$ cat src/rtl/tdm_mux_8x1.sv
// tdm_mux_8x1: merges 8 producer channels onto one beat stream tagged
// with a 3-bit select code, using per-channel holds and a round-robin arbiter.
//
// Ports:
//   clk, rst_n      clock, asynchronous active-low reset
//   in_data         8 x DATA_W; channel i at [i*DATA_W +: DATA_W]
//   in_valid/ready  per-channel handshake (ready from registered state only)
//   out_data/sel    registered beat data and channel number {s2,s1,s0}
//   out_valid/ready registered output handshake
//   pending         number of full hold registers (0..8), registered
module tdm_mux_8x1 #(
    parameter int DATA_W = 1
) (
    input  logic                clk,
    input  logic                rst_n,
    input  logic [8*DATA_W-1:0] in_data,
    input  logic [7:0]          in_valid,
    output logic [7:0]          in_ready,
    output logic [DATA_W-1:0]   out_data,
    output logic [2:0]          out_sel,
    output logic                out_valid,
    input  logic                out_ready,
    output logic [3:0]          pending
);

    logic              r_rdy_en;
    logic [7:0]        r_hold_vld;
    logic [DATA_W-1:0] r_hold_data [8];
    logic [2:0]        r_rr_ptr;
    logic              r_out_valid;
    logic [DATA_W-1:0] r_out_data;
    logic [2:0]        r_out_sel;
    logic [3:0]        r_pending;

    logic [7:0] w_cap;
    logic [7:0] w_clr;
    logic [7:0] w_hold_nxt;
    logic       w_load;
    logic       w_gnt_vld;
    logic [2:0] w_gnt;
    logic [3:0] w_pending_nxt;

    // A full hold register blocks its channel; a granted hold reopens
    // only in the following cycle, so clear and refill never collide.
    assign in_ready = {8{r_rdy_en}} & ~r_hold_vld;
    assign w_cap    = in_valid & in_ready;
    assign w_load   = ~r_out_valid | out_ready;

    // Scan downward so the last hit, i.e. the nearest channel at or
    // after the pointer, wins.
    always_comb begin
        w_gnt_vld = 1'b0;
        w_gnt     = r_rr_ptr;
        for (int k = 7; k >= 0; k--) begin
            if (r_hold_vld[r_rr_ptr + 3'(k)]) begin
                w_gnt_vld = 1'b1;
                w_gnt     = r_rr_ptr + 3'(k);
            end
        end
    end

    always_comb begin
        w_clr = 8'b0;
        if (w_load && w_gnt_vld) begin
            w_clr = 8'b1 << w_gnt;
        end
        w_hold_nxt    = (r_hold_vld & ~w_clr) | w_cap;
        w_pending_nxt = 4'd0;
        for (int i = 0; i < 8; i++) begin
            w_pending_nxt = w_pending_nxt + {3'b000, w_hold_nxt[i]};
        end
    end

    always_ff @(posedge clk or negedge rst_n) begin
        if (!rst_n) begin
            r_rdy_en    <= 1'b0;
            r_hold_vld  <= 8'b0;
            r_rr_ptr    <= 3'd0;
            r_out_valid <= 1'b0;
            r_out_data  <= '0;
            r_out_sel   <= 3'd0;
            r_pending   <= 4'd0;
            for (int i = 0; i < 8; i++) begin
                r_hold_data[i] <= '0;
            end
        end else begin
            r_rdy_en   <= 1'b1;
            r_hold_vld <= w_hold_nxt;
            r_pending  <= w_pending_nxt;
            for (int i = 0; i < 8; i++) begin
                if (w_cap[i]) begin
                    r_hold_data[i] <= in_data[i*DATA_W +: DATA_W];
                end
            end
            if (w_load) begin
                if (w_gnt_vld) begin
                    r_out_valid <= 1'b1;
                    r_out_data  <= r_hold_data[w_gnt];
                    r_out_sel   <= w_gnt;
                    r_rr_ptr    <= w_gnt + 3'd1;
                end else begin
                    r_out_valid <= 1'b0;
                end
            end
        end
    end

    assign out_valid = r_out_valid;
    assign out_data  = r_out_data;
    assign out_sel   = r_out_sel;
    assign pending   = r_pending;

endmodule

$ cat config.mk
export PLATFORM = sky130hd
export DESIGN_NAME = tdm_mux_8x1
export DESIGN_NICKNAME = d
export VERILOG_FILES = /design/src/rtl/tdm_mux_8x1.sv
export SDC_FILE = /design/constraint.sdc
export NUM_CORES = 1
export LEC_CHECK = 0
export CELL_PAD_IN_SITES_DETAIL_PLACEMENT = 0
export CELL_PAD_IN_SITES_GLOBAL_PLACEMENT = 1
export CORE_UTILIZATION = 43
export DETAILED_ROUTE_END_ITERATION = 8
export GPL_TIMING_DRIVEN = 0
export PLACE_DENSITY_LB_ADDON = 0.1
export SYNTH_ARGS = -nofsm -noshare
export SYNTH_HDL_FRONTEND = slang
export SYNTH_SLANG_ARGS = --single-unit
$ cat constraint.sdc
create_clock -name clk -period 6.6 [get_ports clk]
set_clock_uncertainty 0.05 [all_clocks]
set_input_delay 1.32 -clock clk [delete_from_list [all_inputs] [get_ports clk]]
set_output_delay 1.32 -clock clk [all_outputs]
set_load 0.01 [all_outputs]
### Yosys cells after proc, flatten, opt, wreduce, memory -nomap -nowiden

Cells that the tools add are included.
W data, S select, Z words.

| word-level totals | value |
|---|---|
| bits in registers | 29 |
| input port bits | 19 |
| word-level logic and storage cells | 88 |

| operators by class | value |
|---|---|
| $add $sub $neg | 15 |
| $lt $le $gt $ge | 9 |
| shifts and indexed selects | 1 |
| multiplexer cells | 37 |
| bitwise operators | 9 |
| reduce and logical (&&, ||, !) cells | 2 |

Operator list:

| operator | count |
|---|---|
| $lt A3 B4 Y1 const B | 8 |
| $bmux W1 S3 | 9 |
| $and A8 B8 Y8 | 3 |
| $mux W3 | 8 |
| $mux W1 | 19 |
| $add A4 B1 Y4 | 4 |
| $not A8 Y8 | 2 |
| $add A3 B3 Y3 const B | 4 |
| $mux W8 | 1 |
| $or A8 B8 Y8 | 1 |
| $shl A1 B3 Y8 const A | 1 |
| $add A3 B1 Y3 const B | 2 |
| $add A3 B2 Y3 const B | 2 |
| $add A3 B1 Y4 | 1 |
| $ge A4 B4 Y1 const B | 1 |
| $not A3 Y4 | 1 |
| $add A2 B1 Y3 | 1 |
| $add A1 B1 Y2 | 1 |
| $reduce_and A2 Y1 | 1 |
| $logic_and A1 B1 Y1 | 1 |
| $not A1 Y1 | 1 |
| $or A1 B1 Y1 | 1 |

### Longest topological paths before layout

| depth | value |
|---|---|
| word-level depth | 23 |
| mapped depth | 27 |
| mapped depth without buffers | 24 |

### Worst setup path after synthesis

OpenSTA, ideal clock, no wires.

| timing | value |
|---|---|
| kind | reg-to-reg |
| start | register r_rr_ptr[0] |
| end | register r_pending[2], in the netlist pending[2] |
| library setup time | 0.123 ns |
| arrival | 5.727 ns |
| slack | 0.701 ns |
| stages on the path, launching flop included | 25 |
| path buffers | 3 |
| cells stage by stage | dfrtp_1 buf_6 buf_4 inv_2 ha_1 clkbuf_1 mux4_2 mux2i_1 mux2i_1 nor3b_1 o31ai_1 o211ai_2 inv_1 ha_1 a31o_2 and2_1 fa_1 inv_1 fa_1 inv_1 fa_1 inv_1 ha_1 fa_1 xor2_1 |

| between the ends | value |
|---|---|
| longest elaborated chain between the ends | 23 |
| elaborated cells on any way between the ends | 52 |
| those cells by class | add/sub (14); shift (1); mux (33); bitwise (3); reduce/logical (1) |

RTL lines:

| what | RTL line | RTL |
|---|---|---|
| start, declared | 29 | `logic [2:0] r_rr_ptr;` |
| start signal, assigned | 100 | `r_rr_ptr <= w_gnt + 3'd1;` |
| $add A3 B3 Y3 | 55, 57 |  |
| $bmux W1 S3 | 55 | `if (r_hold_vld[r_rr_ptr + 3'(k)]) begin` |
| $mux W1 (implied by the code) | 55 |  |
| $mux W3 (7 in a row) | 55 |  |
| $mux W3 * | 55 |  |
| via w_gnt[1] | 40 | `logic [2:0] w_gnt;` |
| $shl A1 B3 Y8 * | 65 | `w_clr = 8'b1 << w_gnt;` |
| $mux W8 * | 64 | `if (w_load && w_gnt_vld) begin` |
| $not A8 Y8 * | 67 | `w_hold_nxt = (r_hold_vld & ~w_clr) \| w_cap;` |
| $and A8 B8 Y8 * | 67 |  |
| $or A8 B8 Y8 * | 67 |  |
| $add A1 B1 Y2 | 70 | `w_pending_nxt = w_pending_nxt + {3'b000, w_hold_nxt[i]};` |
| $add A2 B1 Y3 | 70 |  |
| $add A3 B1 Y4 | 70 |  |
| $add A4 B1 Y4 (3 in a row) | 70 |  |
| $add A4 B1 Y4 * | 70 |  |
| via w_pending_nxt[2] | 41 | `logic [3:0] w_pending_nxt;` |
| end signal, assigned | 89 | `r_pending <= w_pending_nxt;` |
| end, declared | 33 | `logic [3:0] r_pending;` |

The timed path passes the listed nets; every way through them passes the cells marked *. The select of a mux whose other input is x is not followed.
A chain may end at the register's enable or synchronous reset.

### Worst setup path in the final report

| timing | value |
|---|---|
| start | register r_rr_ptr[0] |
| end | register r_pending[2], in the netlist pending[2] |

| between the ends | value |
|---|---|
| longest elaborated chain between the ends | 23 |
| elaborated cells on any way between the ends | 52 |
| those cells by class | add/sub (14); shift (1); mux (33); bitwise (3); reduce/logical (1) |

RTL lines:

| what | RTL line |
|---|---|
| $add A3 B3 Y3 | 55, 57 |
| $bmux W1 S3 | 55 |
| $mux W1 (implied by the code) | 55 |
| $mux W3 or $mux W1 (tied branches) (8 in a row) | 55 |
| $shl A1 B3 Y8 or $logic_and A1 B1 Y1 (tied branches) | 65, 64 |
| $mux W8 * | 64 |
| $not A8 Y8 * | 67 |
| $and A8 B8 Y8 * | 67 |
| $or A8 B8 Y8 * | 67 |
| $add A1 B1 Y2 | 70 |
| $add A2 B1 Y3 | 70 |
| $add A3 B1 Y4 | 70 |
| $add A4 B1 Y4 (3 in a row) | 70 |
| $add A4 B1 Y4 * | 70 |
| via w_pending_nxt[2] | 41 |

Marked as above.

==> results.py <==
metrics = {
    "floorplan": {
        "rows": 27,
        "die_h_microns": 79.1,
        "floorplan.die_area_sq_um": 6250,
        "top_level_ports": 36,
        "effective_utilization_at_floorplan_pct": 45.6,
        "core_area_sq_um": 5610,
        "die_w_microns": 79.1,
    },
    "cts": {
        "cts.sink_count": 29,
        "cts_root_cell": "sky130_fd_sc_hd__clkbuf_8",
        "hold_buffers": 0,
        "cts.htree.levels": 2,
        "cts_made_buffers": 5,
        "clk-insertion-delay-late_ns": 0.28,
        "clk_transition_reported_paths_ns": 0.06,
        "cts_tree": "done",
        "cts.path.max_buffers": 2,
    },
    "global_routing": {
        "initial_antenna_violation_count": 0,
        "wire_length_of_the_first_global_routing_pass_microns": 10500,
        "grt_residual_overflow": 0,
        "met2_usage_pct": 35.3,
        "number_of_global_route_vias_before_repair": 2063,
        "gr-usage-met1_pct": 31.6,
        "grt_use_met3_pct": 2.99,
        "groute.usage.overall_pct": 22.1,
        "gr-max-usage-layer": "met2",
        "grt_start_max_net_pins": 30,
    },
    "yosys": {
        "mapped_cells": 268,
        "synth_async_sr_flop_share_pct": 100,
        "syn-cell-area_sq_um": 2550,
        "ys.flop_type": "sky130_fd_sc_hd__dfrtp_1",
        "register_bit_total_from_synthesis": 29,
        "synth_seq_area_share_pct": 28.4,
        "synthesis.nets": 300,
        "synth.lib_cells_used.distinct": 48,
        "syn_avg_cell_area_sq_um": 9.53,
        "yosys_warnings": 0,
        "synth_enable_flop_cells": 0,
    },
    "sta": {
        "timing.final.crit_share_pct": 93.6,
        "timing_max_transition_violations_final": 0,
        "rsz_0062_raised_after_global_routing": "no",
        "timing.final.hold_violations": 0,
        "setup_slack_ns": 0.423,
        "finalCriticalPeriod_ns": 6.18,
        "finalHoldWorstSlack_ns": 0.447,
        "tightest_slew_ns": 0.828,
        "finalSetupViolCount": 0,
        "timing.slew.headroom_pct": 44.8,
        "clock.fmax_ghz": 0.162,
    },
    "placed_design": {
        "io_buffer_count": 35,
        "detailed_placement_hpwl_microns": 4760,
        "routabilityCongestion": 0.831,
        "place_ws_ns": -0.205,
    },
    "route": {
        "routed-via-count": 2147,
        "detail_route.drc_violations": 0,
        "finalWirelength_microns": 6330,
        "route.detailed.wl_per_inst_microns": 16.5,
        "vias_per_cell": 5.61,
        "drtAntennaViolNets": 0,
        "dr.pass1.iters": 4,
        "drt_iter0_drc": 191,
    },
    "setup_path": {
        "setup.worst_path.start_class": "flip-flop",
        "reg2reg_setup_slack_ns": 0.42,
        "top_delay_family_on_crit_path": "adder cells",
        "regToRegStartpoint": "r_rr_ptr[0]",
        "timing.reg2reg.worst_path_depth": 26,
        "critical_path.endpoint_type": "flip-flop",
        "crit_path_top_delay_cell": "sky130_fd_sc_hd__fa_1",
        "critical_path.max_fanout": 10,
        "cp_data_required_time_ns": 6.71,
        "critical_path.reg2reg.endpoint": "pending[2]",
        "critPathLaunch": "r_rr_ptr[0]",
        "worstSetupPathType": "reg -> reg",
        "critical-path-max-stage-delay_ns": 0.52,
        "combined_buffer_and_inverter_count_along_the_critical_path": 7,
        "timing.critical_path.arrival_ns": 6.29,
    },
    "hold_path": {
        "hold_start": "out_sel[2]",
        "timing.hold.worst_endpoint": "out_sel[2]",
        "min-delay-path-class": "reg -> reg",
        "holdPathStages": 2,
    },
    "run_status": {
        "run_status": "complete, no violations",
    },
    "final_layout": {
        "fillCellCount": 529,
        "layout-drive-gt1-share_pct": 17.7,
        "n_antenna_cell": 0,
        "finish.net_count": 342,
        "signed_area_change_from_the_synthesized_netlist_to_the_final_layout_pct": 22.7,
    },
    "flow_run": {
        "cap_violations": 0,
    },
}
## per-stage QoR
| stage | TNS, ns | util (%) | area (sq um) | cells |
|---|---|---|---|---|
| 2_1_floorplan | 0 | - | 2550 | 268 |
| 3_3_place_gp | -0.187 | 53.4 | 3000 | 375 |
| 3_5_place_dp | -0.291 | 53.4 | 3000 | 375 |
| 4_1_cts | 0 | 55.4 | 3110 | 382 |
| 5_1_grt | 0 | 55.9 | 3130 | 383 |
| 6_report | 0 | 55.9 | 3130 | 383 |
## placed cells by master, fill, tap and decap left out, drive strengths merged, types with 2 or more instances in the layout
cell,synthesis,routed
clkdlybuf4s50,0,34
mux4,13,13
a22o,3,3
o21ai,14,14
mux2,13,13
a31oi,3,3
o211ai,2,2
mux2i,11,11
and2,9,9
xnor2,4,4
inv,20,20
or2,2,2
nor2b,19,19
nand2,36,36
nand4,5,5
buf,7,8
ha,9,9
dfrtp,29,29
or4,10,10
fa,4,4
o221ai,4,4
a21oi,16,16
nand3,2,2
clkbuf,6,13
nor2,10,10
## registers in the layout, indices dropped and copies added, names as in the netlist
register,cells
r_hold_data,8
r_hold_vld,8
pending,4
out_sel,3
r_rr_ptr,3
out_data,1
out_valid,1
r_rdy_en,1
## how the worst max path moves through the flow
stage	to	depth (start not counted)
after floorplan	pending[2]	24
after global placement	pending[2]	23
after detailed placement	pending[2]	23
after CTS	pending[2]	25
after global routing	pending[2]	26
final	pending[2]	26
## cell families (layout without fill, tap and decap cells)
family / count (synthesis) / count (layout) / share of synthesized area (%)
AOI/OAI and AO/OA: 52 / 52 / 14.0
muxes: 37 / 37 / 21.6
xor gates and xnor gates: 5 / 5 / 2.30
adders and majority gates: 13 / 13 / 7.54
DFF: 29 / 29 / 28.4
other: 1 / 1 / 0.147
buffers and inverters: 33 / 76 / 5.78
and+or+nand+nor: 98 / 98 / 20.2
## what timing repair did
item / CTS / global route
gates cloned: 0 / 0
resized for setup: 2 / 4
buffers inserted: 0 / 1
setup endpoints to repair: 2 / 2
## worst reg2reg max path, cell delays in order, from the launching register on
cell and delay (ns):
sky130_fd_sc_hd__dfrtp_1 0.36, sky130_fd_sc_hd__buf_6 0.15, sky130_fd_sc_hd__buf_4 0.20, sky130_fd_sc_hd__inv_2 0.15, sky130_fd_sc_hd__ha_4 0.22, sky130_fd_sc_hd__xnor2_2 0.26
sky130_fd_sc_hd__mux4_2 0.36, sky130_fd_sc_hd__or2_2 0.31, sky130_fd_sc_hd__a311oi_4 0.37, sky130_fd_sc_hd__o21ai_0 0.14, sky130_fd_sc_hd__nor2b_1 0.18, sky130_fd_sc_hd__xnor2_2 0.19
sky130_fd_sc_hd__inv_1 0.14, sky130_fd_sc_hd__nor2_1 0.08, sky130_fd_sc_hd__ha_1 0.19, sky130_fd_sc_hd__nand2_1 0.07, sky130_fd_sc_hd__nand2_1 0.06, sky130_fd_sc_hd__and2_1 0.19
sky130_fd_sc_hd__fa_1 0.50, sky130_fd_sc_hd__inv_1 0.05, sky130_fd_sc_hd__fa_1 0.52, sky130_fd_sc_hd__inv_1 0.06, sky130_fd_sc_hd__fa_1 0.51, sky130_fd_sc_hd__inv_1 0.04
sky130_fd_sc_hd__ha_1 0.20, sky130_fd_sc_hd__fa_1 0.38, sky130_fd_sc_hd__xor2_1 0.17
## layer usage
| layer | routed length, microns | share of wire [%] |
|---|---|---|
| met1 | 2950 | 47 |
| met2 | 3000 | 47 |
| met3 | 318 | 5.0 |
| met4 | 60 | 0.95 |
| met5 | 0 | 0 |
## cell usage after synthesis (3+ instances only)
master                     count  area share [%]
sky130_fd_sc_hd__o21ai_0      12             2.4
sky130_fd_sc_hd__clkbuf_1      6            0.88
sky130_fd_sc_hd__o221ai_1      4             1.4
sky130_fd_sc_hd__buf_2         4            0.78
sky130_fd_sc_hd__mux4_2       12              11
sky130_fd_sc_hd__nand2_1      36             5.3
sky130_fd_sc_hd__a31oi_1       3            0.73
sky130_fd_sc_hd__a21oi_1      15             2.9
sky130_fd_sc_hd__inv_1        19             2.8
sky130_fd_sc_hd__and2_1        9             2.2
sky130_fd_sc_hd__ha_1          9             4.4
sky130_fd_sc_hd__nor2_1       10             1.5
sky130_fd_sc_hd__mux2_2       13             5.7
sky130_fd_sc_hd__or4_1        10             2.9
sky130_fd_sc_hd__fa_1          4             3.1
sky130_fd_sc_hd__mux2i_1      11             4.3
sky130_fd_sc_hd__dfrtp_1      29              28
sky130_fd_sc_hd__nor2b_1      19             4.7
sky130_fd_sc_hd__a22o_1        3             1.0
sky130_fd_sc_hd__nand4_1       5             1.2
## area by class of cell
type	count	area (sq um)	area share, %
well taps	72	90.1	2.87
repair buffers	36	353	11.3
flip-flops and latches	29	726	23.2
clock buffers	7	96.3	3.07
plain buffers	12	71.3	2.28
clock inverters	1	5.00	0.160
multi-input cells	206	1720	54.8
inverters	20	75.1	2.40
Power is not shown: default switching activity piles up to over one toggle a cycle in this logic, so the estimate is an artifact.
